## src/rtl/st_channel_adapter_buffered.sv

```systemverilog
// Avalon-ST channel adapter: remaps in_channel into a narrower destination
// range, filters out-of-range traffic per packet or per beat, and registers
// the output through an output register backed by a one-entry skid buffer.
module st_channel_adapter_buffered #(
  parameter int DATA_W      = 8,
  parameter int IN_CHAN_W   = 8,
  parameter int OUT_CHAN_W  = 1,
  parameter int CHAN_BASE   = 0,
  parameter int MAX_CHANNEL = 0,
  parameter int PKT_DROP    = 1,
  parameter int CNT_W       = 16
) (
  input  logic                  clk,
  input  logic                  reset_n,
  output logic                  in_ready,
  input  logic                  in_valid,
  input  logic [DATA_W-1:0]     in_data,
  input  logic [IN_CHAN_W-1:0]  in_channel,
  input  logic                  in_startofpacket,
  input  logic                  in_endofpacket,
  input  logic                  out_ready,
  output logic                  out_valid,
  output logic [DATA_W-1:0]     out_data,
  output logic [OUT_CHAN_W-1:0] out_channel,
  output logic                  out_startofpacket,
  output logic                  out_endofpacket,
  output logic [CNT_W-1:0]      drop_count,
  output logic                  drop_pulse,
  output logic                  proto_err
);

  typedef enum logic [1:0] {IDLE, PASS, DROP} state_t;

  localparam int BW = DATA_W + OUT_CHAN_W + 2;

  // Range bounds carry one extra bit so CHAN_BASE+MAX_CHANNEL cannot wrap.
  localparam logic [IN_CHAN_W:0] CH_LO = (IN_CHAN_W+1)'(CHAN_BASE);
  localparam logic [IN_CHAN_W:0] CH_HI = (IN_CHAN_W+1)'(CHAN_BASE + MAX_CHANNEL);

  state_t                state, state_next;
  logic [OUT_CHAN_W-1:0] chan_q, chan_next;
  logic [OUT_CHAN_W-1:0] chan_map, fwd_chan;
  logic                  accept, chan_ok;
  logic                  fwd, drop, perr_set;

  logic [BW-1:0]         beat_in;
  logic [BW-1:0]         out_beat, out_beat_next;
  logic [BW-1:0]         skid_beat, skid_beat_next;
  logic                  out_valid_next, skid_full, skid_full_next;
  logic                  out_stall;

  assign accept   = in_valid & in_ready;
  assign chan_ok  = ({1'b0, in_channel} >= CH_LO) && ({1'b0, in_channel} <= CH_HI);
  assign chan_map = OUT_CHAN_W'(in_channel - IN_CHAN_W'(CHAN_BASE));
  assign beat_in  = {in_data, fwd_chan, in_startofpacket, in_endofpacket};
  assign out_stall = out_valid & ~out_ready;

  assign {out_data, out_channel, out_startofpacket, out_endofpacket} = out_beat;

  // Packet filter: decide whether an accepted beat is forwarded or dropped.
  always_comb begin
    state_next = state;
    chan_next  = chan_q;
    fwd_chan   = chan_map;
    fwd        = 1'b0;
    drop       = 1'b0;
    perr_set   = 1'b0;
    if (accept) begin
      if (PKT_DROP == 0) begin
        if (chan_ok) fwd = 1'b1;
        else         drop = 1'b1;
      end else if (in_startofpacket) begin
        // An SOP restarts framing from any state; only a non-IDLE SOP is an error.
        if (state != IDLE) perr_set = 1'b1;
        if (chan_ok) begin
          fwd        = 1'b1;
          chan_next  = chan_map;
          state_next = in_endofpacket ? IDLE : PASS;
        end else begin
          drop       = 1'b1;
          state_next = in_endofpacket ? IDLE : DROP;
        end
      end else begin
        case (state)
          PASS: begin
            fwd      = 1'b1;
            fwd_chan = chan_q;
            if (in_endofpacket) state_next = IDLE;
          end
          DROP: begin
            if (in_endofpacket) state_next = IDLE;
          end
          default: perr_set = 1'b1;
        endcase
      end
    end
  end

  // Output/skid steering: skid refills the output first whenever it drains.
  always_comb begin
    out_valid_next = out_valid;
    out_beat_next  = out_beat;
    skid_full_next = skid_full;
    skid_beat_next = skid_beat;
    if (!out_stall) begin
      if (skid_full) begin
        out_valid_next = 1'b1;
        out_beat_next  = skid_beat;
        skid_full_next = 1'b0;
      end else if (fwd) begin
        out_valid_next = 1'b1;
        out_beat_next  = beat_in;
      end else begin
        out_valid_next = 1'b0;
      end
    end else if (fwd) begin
      skid_full_next = 1'b1;
      skid_beat_next = beat_in;
    end
  end

  // State, buffer, ready and drop/error bookkeeping registers.
  always_ff @(posedge clk or negedge reset_n) begin
    if (!reset_n) begin
      state      <= IDLE;
      chan_q     <= '0;
      out_valid  <= 1'b0;
      out_beat   <= '0;
      skid_full  <= 1'b0;
      skid_beat  <= '0;
      in_ready   <= 1'b1;
      drop_count <= '0;
      drop_pulse <= 1'b0;
      proto_err  <= 1'b0;
    end else begin
      state      <= state_next;
      chan_q     <= chan_next;
      out_valid  <= out_valid_next;
      out_beat   <= out_beat_next;
      skid_full  <= skid_full_next;
      skid_beat  <= skid_beat_next;
      in_ready   <= ~skid_full_next;
      drop_pulse <= drop;
      if (drop && (drop_count != '1)) drop_count <= drop_count + CNT_W'(1);
      if (perr_set) proto_err <= 1'b1;
    end
  end

endmodule

```

## config.mk

```make
export PLATFORM = sky130hd
export DESIGN_NAME = st_channel_adapter_buffered
export DESIGN_NICKNAME = d
export VERILOG_FILES = /design/src/rtl/st_channel_adapter_buffered.sv
export SDC_FILE = /design/constraint.sdc
export NUM_CORES = 1
export LEC_CHECK = 0
export CAP_MARGIN = 10
export CELL_PAD_IN_SITES_DETAIL_PLACEMENT = 0
export CELL_PAD_IN_SITES_GLOBAL_PLACEMENT = 1
export CORE_MARGIN = 5
export CORE_UTILIZATION = 39
export DETAILED_ROUTE_END_ITERATION = 12
export MAX_ROUTING_LAYER = met4
export PLACE_DENSITY_LB_ADDON = 0.1
export SYNTH_ARGS = -nofsm -noshare
export SYNTH_HDL_FRONTEND = slang
export SYNTH_SLANG_ARGS = --single-unit
```

## constraint.sdc

```tcl
create_clock -name clk -period 2.1 [get_ports clk]
set_input_delay 0.315 -clock clk [delete_from_list [all_inputs] [get_ports clk]]
set_output_delay 0.315 -clock clk [all_outputs]
set_load 0.01 [all_outputs]
```

==> results of run 1 <==
worst min-delay path by stage:
stage	slack (ns)	cells past startpoint	to	start
after detailed placement	0.33	1	out_beat[3]	reset_n
after global placement	0.31	1	out_beat[9]	reset_n
after floorplan	0.02	0	chan_q	reset_n
after global routing	0.04	1	out_beat[3]	reset_n
after CTS	0.008	1	out_beat[3]	reset_n
final	0.002	1	drop_count[5]	reset_n
worst max-delay path, stage by stage:
cell             delay, ns
clkdlybuf4s50_1       0.47
nor4_4                0.36
buf_4                 0.17
a31oi_2               0.13
nor2_4                0.13
buf_12                0.14
mux2_2                0.34
synthesized netlist by cell type, drive strengths merged, types with 4 or more instances:
library cell and number:
nand4 6, dfrtp 45, and3 7, a31oi 4, nand2 6, inv 6
nand3 4, mux2 31, o211ai 5, and2 6, o21ai 5, xnor2 10
a21oi 7
cell families after synthesis:
group                      Yosys count  share of synthesized area (%)
AOI/OAI and AO/OA                   30                           9.44
DFF                                 46                           51.1
xor gates and xnor gates            10                           3.89
and+or+nand+nor                     43                           13.2
adders and majority gates            3                           1.67
buffers and inverters               11                           2.22
muxes                               34                           18.5
state kept, by name, summed over array words and instances (netlist names):
name        cells
drop_pulse      1
skid_beat      11
chan_q          1
proto_err       1
in_ready        1
drop_count     16
out_beat       11
out_valid       1
skid_full       1
state           2
metrics by stage:
stage,setup TNS (ns),hold slack (ns)
2_1_floorplan,0,0.0194
3_3_place_gp,-0.230,0.314
3_5_place_dp,-1.57,0.334
4_1_cts,0,0.00849
5_1_grt,0,0.0357
6_report,0,0.00230
power by group:
group / internal [mW] / switching, mW
Combinational: 0.251 / 0.167
Sequential: 0.956 / 0.0887
Clock: 0.266 / 0.285
Total: 1.47 / 0.540
metal layers:
metal / vias up / share of wire (%) / track usage [%]
met3: 4 / 5.1 / 3.94
met1: 804 / 44 / 18.0
met2: 41 / 50 / 25.2
met5: - / 0 / -
li1: 783 / - / -
met4: 0 / 0.84 / 4.75
area by class of cell:
type | instances | share of cell area, %
Sequential cell | 46 | 37.6
Multi-Input combinational cell | 120 | 34.3
Timing Repair Buffer | 66 | 21.5
Tap cell | 72 | 2.94
Clock buffer | 7 | 2.82
Inverter | 6 | 0.735
Clock inverter | 1 | 0.163
==> flow_summary.ini, run 1 <==
[floorplanning]
core-area_um2 = 5570
dieHeight_um = 86.0
start_util_pct = 40.4
rows = 27
fp.dieArea_um2 = 7400
ioPinCount = 53
dieWidth_um = 86.0

[timing]
slew_violations = 0
timing.final.ws_setup_ns = 0.210
fmax_ghz = 0.529
final.period_utilization_pct = 90.0
tightest_slew_ns = 0.550
worst_clock_skew_ns = 0.00495
setup_viol = 0
rsz0062_at_grt = false
final.min_clock_period_ns = 1.89
finalHoldViolations = 0
slew_headroom_pct = 63.3

[worst_setup_path]
worst_r2r_endpoint = out_beat[6]
required_ns = 2.28
crit_fanout = 10
path_class = primary input to flip-flop
r2r_cells = 6
end_kind = flip-flop
critPathLaunch = in_channel[0]
endpoint = skid_beat[9]
r2r_slack_ns = 0.25
start_kind = primary input
r2r_start = state[0]
critPathArrivalTime_ns = 2.07

[pwr]
p_leak_nw = 1.35
power_mw = 2.01
p_per_area_nw_per_um2 = 657
ir_worst_vdd_mv = 0.589

[yosys]
syn_avg_cell_area_um2 = 12.7
yosys_most_used_dff = dfrtp_1
synth_seq_area_share_pct = 51.1
ys_ff_latch = 46
syn-instance-count = 177
syn-num-nets = 202
synth_cell_type_count = 43
syn_area_um2 = 2250
synth.area.top_cells = dfrtp_1, mux2_2, mux2_4
yosys.area.top_type_share_pct = 50.0
synth_top_cell_by_area = dfrtp_1
postSynth.asyncResetShare_pct = 100
synth_edf_count = 0
synth.yosys.warnings = 0

[final_layout]
final_common_cell = clkdlybuf4s50_1
syn_to_final_growth_pct = 36.0
final_area_um2 = 3070
multi_input_area_um2 = 1050
seq_area_um2 = 1150
nFillCells = 475
post_layout_nonfiller_instances = 318
n_antenna_cell = 0
layout_common_cells = clkdlybuf4s50_1, dfrtp_1, mux2_2
final_core_util_pct = 55.0
nets = 270
drive_above_1_share_pct = 26.8

[clock_network]
post_cts_buffers = 0
path_clk_slew_ns = 0.08
post_cts_resized = 0
htreeDepth = 2
clk_latency_ns = 0.29
cts_tree = yes
cts-root-buf = clkbuf_8
cts_buffers = 5
cts_max_path_buffers = 2
numClockSinks = 46
hold_buffers = 0

[min_path]
min_path_type = primary input to asynchronous set/reset pin

[routing]
totalWireLength_mm = 5.01
detail-route-antenna-nets = 0
wire_per_inst_um = 15.8
drc = 0
num_vias = 1632
viasPerCell = 5.13
drt_first_pass_iters = 4
drtIter0Drc = 49

[global_route]
overflow = 0
grt_pass1_wl_mm = 8.65
grt_usage_pct = 15.2
grt_pass1_vias = 1836
grt_max_degree = 25
antenna_found_initial = 0

[placed_design]
dp_slack_ns = -0.109
place.gp.congestion = 0.846
dpl_cell_area_um2 = 2970
io_buffers = 52
hpwl_mm = 3.71
placed_cells_incl_taps = 310

[flow_run]
drv_cap = 0

[run_status]
status = completed
Note: power is estimated with default switching activity, not from simulation.
==> run 2, diff against run 1 <==
- CORE_UTILIZATION: 39 -> 42
- clock period: 2.1 -> 2.35 ns (I/O delays scaled with it)
==> run 2 against run 1 <==
Worst hold slack improved by 0.47 ns. Utilization rose by 3.5 points. Setup slack gained 0.25 ns. Via count is essentially flat. Final cell count is 2.2% lower. First-iteration DRC count rose by 8.2%. Largest power group unchanged. Highest routed layer unchanged.
==> flow_summary.ini, run 2 (synthesis gave the netlist of run 1 again) <==
[worst_setup_path]
r2r_start = state[1]
slowest_delay_ns = 0.44
required_ns = 2.54
worstPathCellList = clkdlybuf4s50_1 > nor4_4 > a31oi_2 > nor2_4 > mux2_2
path_class = primary input to flip-flop
crit_fanout = 10
r2r_slack_ns = 0.52
start_kind = primary input
end_kind = flip-flop
r2r_cells = 7
worst_r2r_endpoint = out_beat[9]
cpMaxStageDelayCell = clkdlybuf4s50_1
critPathArrivalTime_ns = 2.07

[clock_network]
htreeDepth = 2
cts-root-buf = clkbuf_8
path_clk_slew_ns = 0.09
cts_tree = yes
cts_buffers = 5
clk_latency_ns = 0.30
numClockSinks = 46
cts_max_path_buffers = 2
post_cts_resized = 0

[final_layout]
largest_reg_flops = 16
syn_to_final_growth_pct = 34.2
seq_area_um2 = 1150
post_layout_nonfiller_instances = 311
nets = 265
n_antenna_cell = 0
reg.largest.list = drop_count x16, out_beat x11, skid_beat x11
regMostFlops = drop_count
layout_common_cells = clkdlybuf4s50_1, dfrtp_1, mux2_2
multi_input_area_um2 = 1050
final_core_util_pct = 58.5
final_area_um2 = 3020
final_common_cell = clkdlybuf4s50_1
drive_above_1_share_pct = 25.3
nFillCells = 420

[placed_design]
hpwl_mm = 3.50
placed_cells_incl_taps = 302
io_buffers = 52
dp_slack_ns = 0.106
dpl_cell_area_um2 = 2900
place.gp.congestion = 0.768

[floorplanning]
rows = 26
core-area_um2 = 5170
fp.dieArea_um2 = 6930
dieWidth_um = 83.2
dieHeight_um = 83.2
ioPinCount = 53
start_util_pct = 43.6

[global_route]
grt_pass1_wl_mm = 8.27
grt_usage_pct = 14.9
overflow = 0
antenna_found_initial = 0
grt_pass1_vias = 1676
grt_max_degree = 30

[timing]
tightest_slew_ns = 0.556
setup_viol = 0
tns_ns = 0
rsz0062_at_grt = false
final.period_utilization_pct = 80.3
worst_clock_skew_ns = 0.00631
slew_violations = 0
fmax_ghz = 0.530
timing.final.ws_setup_ns = 0.463
slew_headroom_pct = 62.9
finalHoldViolations = 0
final.min_clock_period_ns = 1.89
whs_ns = 0.473

[routing]
drc = 0
wire_per_inst_um = 15.3
drtIter0Drc = 53
viasPerCell = 5.25
detail-route-antenna-nets = 0
drt_first_pass_iters = 4
totalWireLength_mm = 4.75
num_vias = 1633

[pwr]
p_leak_nw = 1.32
p_per_area_nw_per_um2 = 625
power_mw = 1.89
ir_worst_vdd_mv = 0.438

[min_path]
worstHoldStart = proto_err
whs_endpoint = proto_err
min_path_type = flip-flop to flip-flop
min_path_cells = 1

[flow_run]
drv_cap = 0

[run_status]
status = completed
-- run 2: changes by cell type in the layout (fill, tap and decap cells not counted) --
cell,delta
buf_12,-2
buf_4,-4
bufinv_16,+1
clkbuf_1,-1
clkbuf_8,-1
dlygate4sd3_1,+1
inv_6,+1
-- run 2: cell type report --
| type | count | area share, % |
|---|---|---|
| clock buffers | 5 | 2.28 |
| multi-input cells | 120 | 34.8 |
| well taps | 70 | 2.90 |
| flip-flops and latches | 46 | 38.1 |
| clock inverters | 3 | 1.45 |
| inverters | 6 | 0.745 |
| repair buffers | 61 | 19.8 |
-- run 2: where the power goes --
part / internal, mW / total [mW] / switching, mW
sequential: 0.854 / 0.931 / 0.0771
combinational: 0.218 / 0.364 / 0.145
clock: 0.319 / 0.597 / 0.278
-- run 2: timing repair --
| action | 4_1_cts | 5_1_grt |
|---|---|---|
| endpoints found under the hold margin | 16 | 0 |
| setup buffers | 0 | 0 |
| hold buffers | 1 | 0 |
-- run 2: how the worst max path moves through the flow --
stage / cells after the start / slack, ns / startpoint / to
after floorplan: 6 / 0.61 / state[0] / out_beat[0]
after global placement: 5 / 0.17 / in_channel[4] / skid_beat[7]
after detailed placement: 5 / 0.11 / in_channel[0] / skid_beat[9]
after CTS: 5 / 0.43 / in_channel[0] / skid_beat[9]
after global routing: 5 / 0.38 / in_channel[4] / skid_beat[5]
final: 5 / 0.46 / in_channel[4] / skid_beat[9]
-- run 2: worst max-delay path, delay by kind of cell --
kind,cells,cell delay [ns]
AOI/OAI and AO/OA,1,0.20
buffers and inverters,1,0.44
muxes,1,0.39
and+or+nand+nor,2,0.69
-- run 2: per-layer routing --
layer | track usage [%] | vias up | wire length, um
li1 | - | 773 | -
met1 | 17.9 | 810 | 2170
met2 | 24.8 | 43 | 2340
met3 | 3.17 | 7 | 178
met4 | 5.20 | 0 | 63
met5 | - | - | 0
